## config.mk

```make
export PLATFORM = sky130hd
export DESIGN_NAME = tone_sequencer_flat
export DESIGN_NICKNAME = d
export VERILOG_FILES = /design/src/rtl/tone_sequencer_if.sv /design/src/rtl/tone_sequencer.sv /design/src/flat_wrapper.sv
export SDC_FILE = /design/constraint.sdc
export NUM_CORES = 1
export LEC_CHECK = 0
export CORE_MARGIN = 2
export CORE_UTILIZATION = 30
export CTS_BUF_LIST = sky130_fd_sc_hd__clkbuf_4 sky130_fd_sc_hd__clkbuf_8
export CTS_CLUSTER_DIAMETER = 100
export DETAILED_ROUTE_END_ITERATION = 16
export PLACE_DENSITY = 0.51
export SLEW_MARGIN = 20
export SYNTH_ARGS = -nofsm -noshare
export SYNTH_HDL_FRONTEND = slang
export SYNTH_SLANG_ARGS = --single-unit
```

## constraint.sdc

```tcl
create_clock -name inclk -period 4.4 [get_ports inclk]
set_input_delay 0.88 -clock inclk [delete_from_list [all_inputs] [get_ports inclk]]
set_output_delay 0.88 -clock inclk [all_outputs]
set_load 0.01 [all_outputs]
```

## src/rtl/tone_sequencer_if.sv

```systemverilog
// Control/table-write/divider-drive bundle between the upstream control, the sequencer and the divider.
// The slave modport is the sequencer side; the master modport is the controller/bench side.
interface tone_sequencer_if #(
    parameter int DIV_W = 32,
    parameter int DUR_W = 32,
    parameter int IDX_W = 3
);
    logic             start;
    logic             stop;
    logic             loop_en;
    logic [DUR_W-1:0] step_dur;
    logic             wr_en;
    logic [IDX_W-1:0] wr_addr;
    logic [DIV_W-1:0] wr_data;
    logic [DIV_W-1:0] divisor;
    logic             div_reset_n;
    logic [IDX_W-1:0] step_idx;
    logic             step_tick;
    logic             busy;
    logic             done;

    modport master (
        output start, stop, loop_en, step_dur, wr_en, wr_addr, wr_data,
        input  divisor, div_reset_n, step_idx, step_tick, busy, done
    );

    modport slave (
        input  start, stop, loop_en, step_dur, wr_en, wr_addr, wr_data,
        output divisor, div_reset_n, step_idx, step_tick, busy, done
    );
endinterface

```

## src/rtl/tone_sequencer.sv

```systemverilog
// Steps the divider through a divisor table, each step = 1 LOAD + step_dur RUN cycles; all outputs registered.
// No backpressure: start is a level sampled only in IDLE, stop aborts LOAD/RUN on the next edge.
module tone_sequencer #(
    parameter int NUM_STEPS = 8,
    parameter int DIV_W     = 32,
    parameter int DUR_W     = 32,
    parameter int IDX_W     = $clog2(NUM_STEPS)
) (
    input  logic               inclk,
    input  logic               reset,
    tone_sequencer_if.slave    bus
);
    typedef enum logic [1:0] {IDLE, LOAD, RUN, DONE} state_t;

    state_t           state;
    logic [DIV_W-1:0] table_q [NUM_STEPS];
    logic [DUR_W-1:0] cnt;
    logic [DUR_W-1:0] dur_lat;
    logic [IDX_W-1:0] load_idx;
    logic             last_step;
    logic             step_end;

    assign last_step = (bus.step_idx == IDX_W'(NUM_STEPS - 1));
    assign step_end  = (cnt == dur_lat - DUR_W'(1));
    assign load_idx  = (state == IDLE || last_step) ? '0 : bus.step_idx + IDX_W'(1);

    always_ff @(posedge inclk) begin
        if (reset) begin
            for (int i = 0; i < NUM_STEPS; i++) table_q[i] <= '0;
        end else if (bus.wr_en) begin
            table_q[bus.wr_addr] <= bus.wr_data;
        end
    end

    // divisor/step_idx are updated on the edge entering LOAD so the LOAD cycle already shows the new step
    always_ff @(posedge inclk) begin
        if (reset) begin
            state           <= IDLE;
            cnt             <= '0;
            dur_lat         <= '0;
            bus.divisor     <= '0;
            bus.div_reset_n <= 1'b0;
            bus.step_idx    <= '0;
            bus.step_tick   <= 1'b0;
            bus.busy        <= 1'b0;
            bus.done        <= 1'b0;
        end else begin
            bus.step_tick <= 1'b0;
            bus.done      <= 1'b0;
            case (state)
                IDLE: begin
                    if (bus.start && !bus.stop) begin
                        state           <= LOAD;
                        dur_lat         <= (bus.step_dur == '0) ? DUR_W'(1) : bus.step_dur;
                        bus.step_idx    <= '0;
                        bus.divisor     <= table_q[load_idx];
                        bus.step_tick   <= 1'b1;
                        bus.busy        <= 1'b1;
                        bus.div_reset_n <= 1'b0;
                    end
                end
                LOAD: begin
                    if (bus.stop) begin
                        state           <= IDLE;
                        bus.divisor     <= '0;
                        bus.div_reset_n <= 1'b0;
                        bus.busy        <= 1'b0;
                        bus.step_idx    <= '0;
                    end else begin
                        state           <= RUN;
                        cnt             <= '0;
                        // a rest step (divisor 0) keeps the divider held in reset
                        bus.div_reset_n <= (bus.divisor != '0);
                    end
                end
                RUN: begin
                    if (bus.stop) begin
                        state           <= IDLE;
                        bus.divisor     <= '0;
                        bus.div_reset_n <= 1'b0;
                        bus.busy        <= 1'b0;
                        bus.step_idx    <= '0;
                    end else if (step_end) begin
                        if (!last_step || bus.loop_en) begin
                            state           <= LOAD;
                            bus.step_idx    <= load_idx;
                            bus.divisor     <= table_q[load_idx];
                            bus.step_tick   <= 1'b1;
                            bus.div_reset_n <= 1'b0;
                        end else begin
                            state           <= DONE;
                            bus.done        <= 1'b1;
                            bus.busy        <= 1'b0;
                            bus.div_reset_n <= 1'b0;
                            bus.divisor     <= '0;
                        end
                    end else begin
                        cnt <= cnt + DUR_W'(1);
                    end
                end
                DONE: state <= IDLE;
                default: state <= IDLE;
            endcase
        end
    end
endmodule

```

## src/flat_wrapper.sv

```systemverilog
// flat-port wrapper written by rule: the top's interface ports become plain ports
module tone_sequencer_flat 
#(
    parameter int NUM_STEPS = 8,
    parameter int DIV_W     = 32,
    parameter int DUR_W     = 32,
    parameter int IDX_W     = $clog2(NUM_STEPS)
)
  (inclk, reset, bus_start, bus_stop, bus_loop_en, bus_step_dur, bus_wr_en, bus_wr_addr, bus_wr_data, bus_divisor, bus_div_reset_n, bus_step_idx, bus_step_tick, bus_busy, bus_done);
  tone_sequencer_if #(.DIV_W(DIV_W), .DUR_W(DUR_W), .IDX_W(IDX_W)) bus_i ();
  input  logic inclk;
  input  logic reset;
  input wire logic [$bits(bus_i.start)-1:0] bus_start;
  input wire logic [$bits(bus_i.stop)-1:0] bus_stop;
  input wire logic [$bits(bus_i.loop_en)-1:0] bus_loop_en;
  input wire logic [$bits(bus_i.step_dur)-1:0] bus_step_dur;
  input wire logic [$bits(bus_i.wr_en)-1:0] bus_wr_en;
  input wire logic [$bits(bus_i.wr_addr)-1:0] bus_wr_addr;
  input wire logic [$bits(bus_i.wr_data)-1:0] bus_wr_data;
  output wire logic [$bits(bus_i.divisor)-1:0] bus_divisor;
  output wire logic [$bits(bus_i.div_reset_n)-1:0] bus_div_reset_n;
  output wire logic [$bits(bus_i.step_idx)-1:0] bus_step_idx;
  output wire logic [$bits(bus_i.step_tick)-1:0] bus_step_tick;
  output wire logic [$bits(bus_i.busy)-1:0] bus_busy;
  output wire logic [$bits(bus_i.done)-1:0] bus_done;
  assign bus_i.start = bus_start;
  assign bus_i.stop = bus_stop;
  assign bus_i.loop_en = bus_loop_en;
  assign bus_i.step_dur = bus_step_dur;
  assign bus_i.wr_en = bus_wr_en;
  assign bus_i.wr_addr = bus_wr_addr;
  assign bus_i.wr_data = bus_wr_data;
  assign bus_divisor = bus_i.divisor;
  assign bus_div_reset_n = bus_i.div_reset_n;
  assign bus_step_idx = bus_i.step_idx;
  assign bus_step_tick = bus_i.step_tick;
  assign bus_busy = bus_i.busy;
  assign bus_done = bus_i.done;
  tone_sequencer #(.NUM_STEPS(NUM_STEPS), .DIV_W(DIV_W), .DUR_W(DUR_W), .IDX_W(IDX_W)) u_core (.inclk(inclk), .reset(reset), .bus(bus_i));
endmodule
```

# ---- Word level (Yosys, flattened, before mapping)
# Memories as Yosys holds them, arrays and structs flattened.
# Index checks and enable logic that the tools add are counted.
dict set report word_totals {
  in_bits 73
  mem_count 1
  wordCells 96
  register_bits 105
  output_inout_bits 39
  ram_bits 256
}
# memory words word_bits read_ports rd_clocked_by_memory_dff wr line_no
set memory_table {}
lappend memory_table {u_core.table_q 8 32 1 0 8 tone_sequencer.sv:16} ;# logic [DIV_W-1:0] table_q [NUM_STEPS];
dict set report classes {
  add_sub_neg 3
  n_reduce_logical 19
  bitwise 2
  n_mux 49
  n_eq_ne 13
}
# op count
set op_table {}
lappend op_table {{two-way mux 32 bit} 10}
lappend op_table {{case mux 32 bit (3 select lines)} 1}
lappend op_table {{case mux 32 bit (2 select lines)} 1}
lappend op_table {{adder 32 x 1 -> 32 bit, second input constant} 1}
lappend op_table {{== test 32 bit} 1}
lappend op_table {{zero test 32 bit} 1}
lappend op_table {{nonzero test 32 bit} 1}
lappend op_table {{OR reduction 32 bit} 1}
lappend op_table {{subtractor 32 x 1 -> 32 bit, second input constant} 1}
lappend op_table {{two-way mux 3 bit} 7}
lappend op_table {{two-way mux 1 bit} 20}
lappend op_table {{two-way mux 2 bit} 5}
lappend op_table {{inequality test 2 bit, second input constant} 5}
lappend op_table {{AND reduction 5 bit} 2}
lappend op_table {{case mux 3 bit (3 select lines)} 1}
lappend op_table {{case mux 2 bit (4 select lines)} 1}
lappend op_table {{AND reduction 4 bit} 2}
lappend op_table {{inequality test 3 x 2 -> 1 bit, second input constant} 2}
lappend op_table {{case mux 1 bit (3 select lines)} 2}
lappend op_table {{== test 2 bit, second input constant} 2}
lappend op_table {{AND reduction 2 bit} 2}
lappend op_table {{OR reduction 4 bit} 1}
lappend op_table {{adder 3 x 1 -> 3 bit, second input constant} 1}
lappend op_table {{== test 3 bit, second input constant} 1}
lappend op_table {{11 further kinds} 14}

# ---- Depth between registers and ports, before layout
# Gate-level depths: netlist of the first run.
# An unclocked memory read counts as a cell.
dict set report depth {
  word_depth 8
  ltp_mapped 13
}

# ---- Worst setup path after synthesis of the first run
# No wires, ideal clock.
dict set report synth_path {
  kind {input to register}
  startpoint {input port reset}
  endpoint {memory u_core.table_q[2][0] (enable)}
  setup_time_ns 0.466
  arrival_time_ns 3.683
  path_buffers 1
  path_stages 4
  slack_ns 0.252
  path_cell_list {clkbuf_1 -> inv_2 -> nand3b_1 -> o21ai_0}
}
# element line_no
set synth_lines {}
lappend synth_lines {{from (decl)} flat_wrapper.sv:12} ;# input logic reset;
lappend synth_lines {{to (decl)} tone_sequencer.sv:16}

# ---- Worst setup path in the final report of the first run
dict set report layout_path {
  startpoint {register u_core.dur_lat[0]}
  endpoint {register u_core.bus.busy}
}
dict set report layout_between {
  elab_chain_len 4
}
# element line_no
set layout_rtl {}
lappend layout_rtl {{from (decl)} tone_sequencer.sv:18} ;# logic [DUR_W-1:0] dur_lat;
lappend layout_rtl {{from (signal assigned)} tone_sequencer.sv:54} ;# dur_lat <= (bus.step_dur == '0) ? DUR_W'(1) : bus.step_dur;
lappend layout_rtl {{subtractor 32 x 1 -> 32 bit} tone_sequencer.sv:24} ;# assign step_end = (cnt == dur_lat - DUR_W'(1));
lappend layout_rtl {{== test 32 bit} tone_sequencer.sv:24}
lappend layout_rtl {{inequality test 3 x 2 -> 1 bit (no line)} -}
lappend layout_rtl {{AND reduction 5 bit (no line)} -}
lappend layout_rtl {{to (signal assigned)} tone_sequencer.sv:45} ;# bus.busy <= 1'b0;
lappend layout_rtl {{to (signal assigned)} tone_sequencer.sv:58} ;# bus.busy <= 1'b1;
lappend layout_rtl {{to (signal assigned)} tone_sequencer.sv:67} ;# bus.busy <= 1'b0;
lappend layout_rtl {{to (decl)} tone_sequencer_if.sv:29} ;# output divisor, div_reset_n, step_idx, step_tick, busy, done
# No other way between the ends.
# A chain may end at the register's enable or synchronous reset.

==> results.cfg, run 1 <==
[worst_setup_path]
critical_path_required_ns = 4.90
reg2reg_from = u_core.dur_lat[0]
crit_path_start_kind = flip-flop
cp-startpoint = u_core.dur_lat[0]
critical_path.max_fanout = 17
critical_path.endpoint_type = flip-flop
timing.critical_path.arrival_ns = 4.61
crit_type = reg2reg

[clock_tree]
cts_setup_buffers = 0
root_buffer = sky130_fd_sc_hd__clkbuf_8
cts_resized = 0
htree_num_levels = 3
tritoncts_num_sinks = 361
clkSlewWorstSetupHoldPaths_ns = 0.05
numCtsBuffers = 68
clock_tree_from_tritoncts = built
clock_latency_ns = 0.64
ctsHoldBuffers = 0
clock_tree.buffer_depth = 3

[synth]
ys_top_cells_by_area = sky130_fd_sc_hd__edfxtp_1, sky130_fd_sc_hd__dfxtp_1, sky130_fd_sc_hd__and2_1
yosysWarnings = 0
synth_compound_area_share_pct = 13.7
synthDominantAreaCellType = sky130_fd_sc_hd__edfxtp_1
synth.mux.area_fraction_pct = 1.95
ys_top_cells_by_count = sky130_fd_sc_hd__and2_1, sky130_fd_sc_hd__edfxtp_1, sky130_fd_sc_hd__nand2_1
syn-num-nets = 1708
netlist-cell-type-count = 63
largest_family_of_logic_cells_by_synthesized_area = simple AND/OR/NAND/NOR gates
async_flop_share_pct = 0
post_synth_instance_area_mm2 = 0.0174
synth_cells = 1627
synth_area_in_adders_pct = 0.631
synth_xor_area_share_pct = 2.16
post-synth-top-count-cell = sky130_fd_sc_hd__and2_1
synthFlopType = sky130_fd_sc_hd__edfxtp_1
postSynthRegisterBits = 361
share_of_yosys_cell_area_claimed_by_the_top_area_cell_type_pct = 44.1
synth-edff-count = 256
synth_simple_gate_area_share_pct = 22.3
synth-seq-area-share_pct = 56.1
avgSynthCellArea_um2 = 10.7

[floorplan]
core_area_mm2 = 0.0576
chipHeight_um = 245
io_pins = 112
fp-row-count = 88
initial_core_util_pct = 30.3
die_area_mm2 = 0.0601
die_width_um = 245

[sta]
max_freq_mhz = 244
final-max-slew-violation-count = 0
final_period_minus_worst_setup_slack_ns = 4.11
final.hold.worst_slack_ns = 0.481
final-hold-violation-count = 0
timing.max_slew.rel_slack_pct = 28.3
finalSetupViolations = 0
finalSetupTns_ns = 0
finalCritPeriodShare_pct = 93.3
tightestPinTransition_ns = 1.08
rsz_0062_raised_after_global_routing = false
skew_ns = 0.0459

[detailed_routing]
dr_total_vias = 13200
remaining_drc_errors = 0
post_drt_via_cell_ratio = 5.17
average_routed_wire_per_standard_cell_um = 20.8
ant_nets = 0
drt-total-wl_mm = 53.1
dr.pass1.iters = 5
drt_iter0_markers = 867

[placement]
gp_congestion = 0.868
dp.cells = 2431
hpwlAfterDp_mm = 33.6
io_buffers = 111

[cells_and_area]
fraction_of_final_layout_cells_with_drive_strength_greater_than_1_pct = 11.2
antennaDiodeCount = 0
final_net_count = 1817
stdcell_count = 2549
synthToLayoutAreaGrowth_pct = 20.1
num-fill-cells = 5688

[power]
p_leak_nw = 7.19
power_density_mw_per_mm2 = 415
total_power_mw = 8.69
worst_ir_drop_vdd_uv = 225

[flow_run]
cap_violations = 0

[grt]
grt.total_usage_pct = 17.6
grt.overflow.total = 0
grt_max_degree = 66
grt_pass1_vias = 13300
grt_pass1_wl_mm = 80.5
grt_antenna_before_repair = 0

[run_status]
status = complete, no violations

[min_path]
hp-class = reg2reg
worstHoldStart = u_core.bus.divisor[30]
[flip-flops by register name (all words and copies together) (netlist names)]
register	count
u_core.table_q	256
u_core.bus.divisor	32
u_core.cnt	32
u_core.dur_lat	32
u_core.bus.step_idx	3
u_core.state	2
u_core.bus.busy	1
u_core.bus.div_reset_n	1
u_core.bus.done	1
u_core.bus.step_tick	1
[report_power, final]
| part | switching (mW) | leakage (nW) | internal [mW] |
|---|---|---|---|
| registers | 0.126 | 3.31 | 3.86 |
| logic | 0.747 | 3.16 | 0.529 |
| clock network | 1.48 | 0.721 | 1.95 |
[cell families after synthesis]
logic type                 count (synthesis)
DFF                                      361
muxes                                     34
xor gates and xnor gates                  43
AOI/OAI and AO/OA                        368
buffers and inverters                    135
and+or+nand+nor                          677
adders and majority gates                  9
[worst max-delay path, stage by stage (launching register included)]
cell and delay (ns):
sky130_fd_sc_hd__dfxtp_1 0.35, sky130_fd_sc_hd__inv_1 0.09, sky130_fd_sc_hd__ha_1 0.23, sky130_fd_sc_hd__nor3b_1 0.48, sky130_fd_sc_hd__nand4_1 0.27, sky130_fd_sc_hd__or4_1 0.56
sky130_fd_sc_hd__nand2_1 0.10, sky130_fd_sc_hd__nand3_1 0.08, sky130_fd_sc_hd__or4b_4 0.55, sky130_fd_sc_hd__o21a_4 0.26, sky130_fd_sc_hd__or3_2 0.47, sky130_fd_sc_hd__buf_4 0.25
sky130_fd_sc_hd__o221a_2 0.30
[final cells by class]
| type | count | area, um2 | share of cell area (%) |
|---|---|---|---|
| sequential | 361 | 9790 | 46.7 |
| multi-input combinational | 1131 | 7250 | 34.6 |
| timing repair buffer | 159 | 1490 | 7.12 |
| clock buffer | 94 | 1160 | 5.55 |
| tap | 765 | 957 | 4.57 |
| clock inverter | 24 | 244 | 1.16 |
| inverter | 15 | 56.3 | 0.269 |
[through the flow]
stage	utilization [%]	area [um2]	setup WS, ns
2_1_floorplan	-	17400	0.252
3_3_place_gp	33.9	19500	0.385
3_5_place_dp	33.9	19500	0.325
4_1_cts	36.3	20900	0.285
5_1_grt	36.4	20900	0.0585
6_report	36.4	20900	0.294
[routing by layer]
metal	vias to the layer above	track usage [%]	share of wire, %	wire length [um]
met5	-	0	0	0
li1	6239	-	-	-
met1	6525	22.8	45	23700
met4	0	6.29	2.7	1410
met3	95	2.85	4.2	2240
met2	324	29.6	48	25700
[cells in the final DEF, fill, tap and decap left out, types with 24 or more instances in the layout]
cell,instances
sky130_fd_sc_hd__clkdlybuf4s50_1,110
sky130_fd_sc_hd__mux2i_1,34
sky130_fd_sc_hd__nand2_1,133
sky130_fd_sc_hd__xnor2_1,25
sky130_fd_sc_hd__nand3_1,27
sky130_fd_sc_hd__o22ai_1,67
sky130_fd_sc_hd__buf_4,46
sky130_fd_sc_hd__a211oi_1,130
sky130_fd_sc_hd__dfxtp_1,105
sky130_fd_sc_hd__or3_1,25
sky130_fd_sc_hd__clkbuf_8,73
sky130_fd_sc_hd__nor4_1,30
sky130_fd_sc_hd__and2_1,324
sky130_fd_sc_hd__o21ai_0,58
sky130_fd_sc_hd__a21oi_1,64
sky130_fd_sc_hd__nor2_1,24
sky130_fd_sc_hd__edfxtp_1,256
[final timing paths]
check                                              end  slack [ns]  depth (start not counted)
worst max-delay path                   u_core.bus.busy        0.29                         12
worst min-delay path            u_core.bus.divisor[30]        0.48                          2
worst max register to register         u_core.bus.busy        0.29                         12
worst min register to register  u_core.bus.divisor[30]        0.48                          2
No activity file was read; power rests on OpenSTA's default activity.
==> run 2: changes to the inputs <==
ABC_CLOCK_PERIOD_IN_PS = 4400   (was default)
GPL_TIMING_DRIVEN = 0   (was default)
==> run 2 against run 1 <==
Compared with the run above: count of clock-buffer cells in the layout grew 7; worst setup slack lost 0.12 ns; core utilization grew 0.51 points; die area is the same; critical path depth is the same; first-iteration DRC count grew 19%; critical path type unchanged; largest power group unchanged; highest routed layer is now met5.
==> results.cfg, run 2 (synthesized netlist as in run 1, its figures left out) <==
[run_status]
status = complete, no violations

[grt]
grt_pass1_wl_mm = 83.5
grt_max_degree = 33
grt_pass1_vias = 13700
grt_antenna_before_repair = 2
grt.total_usage_pct = 18.3
grt.overflow.total = 0

[sta]
rsz_0062_raised_after_global_routing = false
finalSetupTns_ns = 0
final-hold-violation-count = 0
tightestPinTransition_ns = 1.04
skew_ns = 0.0368
final-max-slew-violation-count = 0
final_period_minus_worst_setup_slack_ns = 4.23
finalCritPeriodShare_pct = 96.2
max_freq_mhz = 236
setup_ws_ns = 0.169
timing.max_slew.rel_slack_pct = 30.5
finalSetupViolations = 0

[detailed_routing]
remaining_drc_errors = 0
dr.pass1.iters = 5
drt-total-wl_mm = 54.7
average_routed_wire_per_standard_cell_um = 20.8
drt_iter0_markers = 1033
dr_total_vias = 13500
post_drt_via_cell_ratio = 5.10
ant_nets = 0

[placement]
gp_congestion = 0.834
hpwlAfterDp_mm = 39.3
io_buffers = 110
place_worst_setup_slack_ns = 0.155

[worst_setup_path]
critical_path_required_ns = 4.88
crit_type = reg2reg
r2r.worst_path.cells = 12
crit_path_start_kind = flip-flop
timing.critical_path.arrival_ns = 4.71
critical_path.endpoint_type = flip-flop
critical_path.max_fanout = 10

[floorplan]
core_area_mm2 = 0.0576
die_area_mm2 = 0.0601
initial_core_util_pct = 30.3
die_width_um = 245
fp-row-count = 88
io_pins = 112
chipHeight_um = 245

[clock_tree]
clkSlewWorstSetupHoldPaths_ns = 0.06
ctsHoldBuffers = 0
numCtsBuffers = 67
cts_setup_buffers = 0
clock_tree_from_tritoncts = built
tritoncts_num_sinks = 361
clock_latency_ns = 0.65
cts_resized = 0
root_buffer = sky130_fd_sc_hd__clkbuf_8
clock_tree.buffer_depth = 3
htree_num_levels = 3

[power]
clock_power_share_pct = 38.6
worst_ir_drop_vdd_uv = 188
comb_power_share_pct = 15.7
power_density_mw_per_mm2 = 409
p_seq_share_pct = 45.7
netSwitchingFraction_pct = 27.9
total_power_mw = 8.69
switching_power_mw = 2.43
cell_internal_pwr_mw = 6.27
p_leak_nw = 7.26

[cells_and_area]
antennaDiodeCount = 0
layout_common_cells = sky130_fd_sc_hd__and2_1, sky130_fd_sc_hd__edfxtp_1, sky130_fd_sc_hd__nand2_1
final_net_count = 1898
fraction_of_final_layout_cells_with_drive_strength_greater_than_1_pct = 8.93
synthToLayoutAreaGrowth_pct = 21.8
largest_register = u_core.table_q
largest_reg_flops = 256
final_common_cell = sky130_fd_sc_hd__and2_1

[min_path]
hp-class = reg2reg
whs_path_depth = 2

[flow_run]
cap_violations = 0
## run 2: final timing paths
| path | from | end | slack (ns) |
|---|---|---|---|
| max | u_core.dur_lat[15] | u_core.bus.step_tick | 0.17 |
| min | u_core.bus.divisor[3] | u_core.bus.divisor[3] | 0.48 |
| max reg2reg | u_core.dur_lat[15] | u_core.bus.step_tick | 0.17 |
| min reg2reg | u_core.bus.divisor[3] | u_core.bus.divisor[3] | 0.48 |
## run 2: final cells by class
type	count	area, um2
plain buffers	120	495
clock buffers	101	1230
clock inverters	22	154
fillers	5749	36300
inverters	15	56.3
multi-input cells	1131	7200
flip-flops and latches	361	9790
well taps	765	957
repair buffers	121	1370
## run 2: metal layers
layer | routed length, um | vias to the layer above | GRT usage (%) | share of wire (%)
met5 | 27 | - | 0 | 0.049
li1 | - | 6401 | - | -
met1 | 23600 | 6622 | 23.3 | 43
met4 | 1200 | 4 | 5.42 | 2.2
met3 | 3030 | 85 | 3.82 | 5.5
met2 | 26800 | 338 | 31.1 | 49
## run 2: stage by stage
| step | utilization [%] | area [um2] | std cells | hold WS (ns) |
|---|---|---|---|---|
| finish | 36.9 | 21200 | 2636 | 0.478 |
| global route | 36.9 | 21200 | 2636 | 0.492 |
| CTS | 36.9 | 21200 | 2636 | 0.484 |
| detailed placement | 34.5 | 19800 | 2513 | 0.474 |
| global placement | 33.9 | 19500 | 2502 | 0.468 |
| floorplan | - | 17400 | 1627 | 0.449 |
## run 2: worst max-delay path, stage by stage, from the launching register on
cell                       delay, ns
sky130_fd_sc_hd__dfxtp_1        0.30
sky130_fd_sc_hd__clkbuf_1       0.18
sky130_fd_sc_hd__or4_1          0.57
sky130_fd_sc_hd__or3_1          0.34
sky130_fd_sc_hd__xnor2_1        0.15
sky130_fd_sc_hd__nor4_1         0.45
sky130_fd_sc_hd__nand2_1        0.09
sky130_fd_sc_hd__or4_1          0.69
sky130_fd_sc_hd__nor3_4         0.31
sky130_fd_sc_hd__buf_2          0.26
sky130_fd_sc_hd__buf_2          0.26
sky130_fd_sc_hd__nand2_1        0.07
sky130_fd_sc_hd__a211oi_1       0.39
## run 2: power by group through the flow
stage | Combinational, mW | Sequential (mW) | Clock, mW
floorplan | 0.759 | 4.03 | 0
global placement | 1.31 | 4.05 | 0
detailed placement | 1.36 | 4.04 | 0
CTS | 1.37 | 3.97 | 3.44
global route | 1.48 | 3.99 | 3.60
finish | 1.37 | 3.97 | 3.36
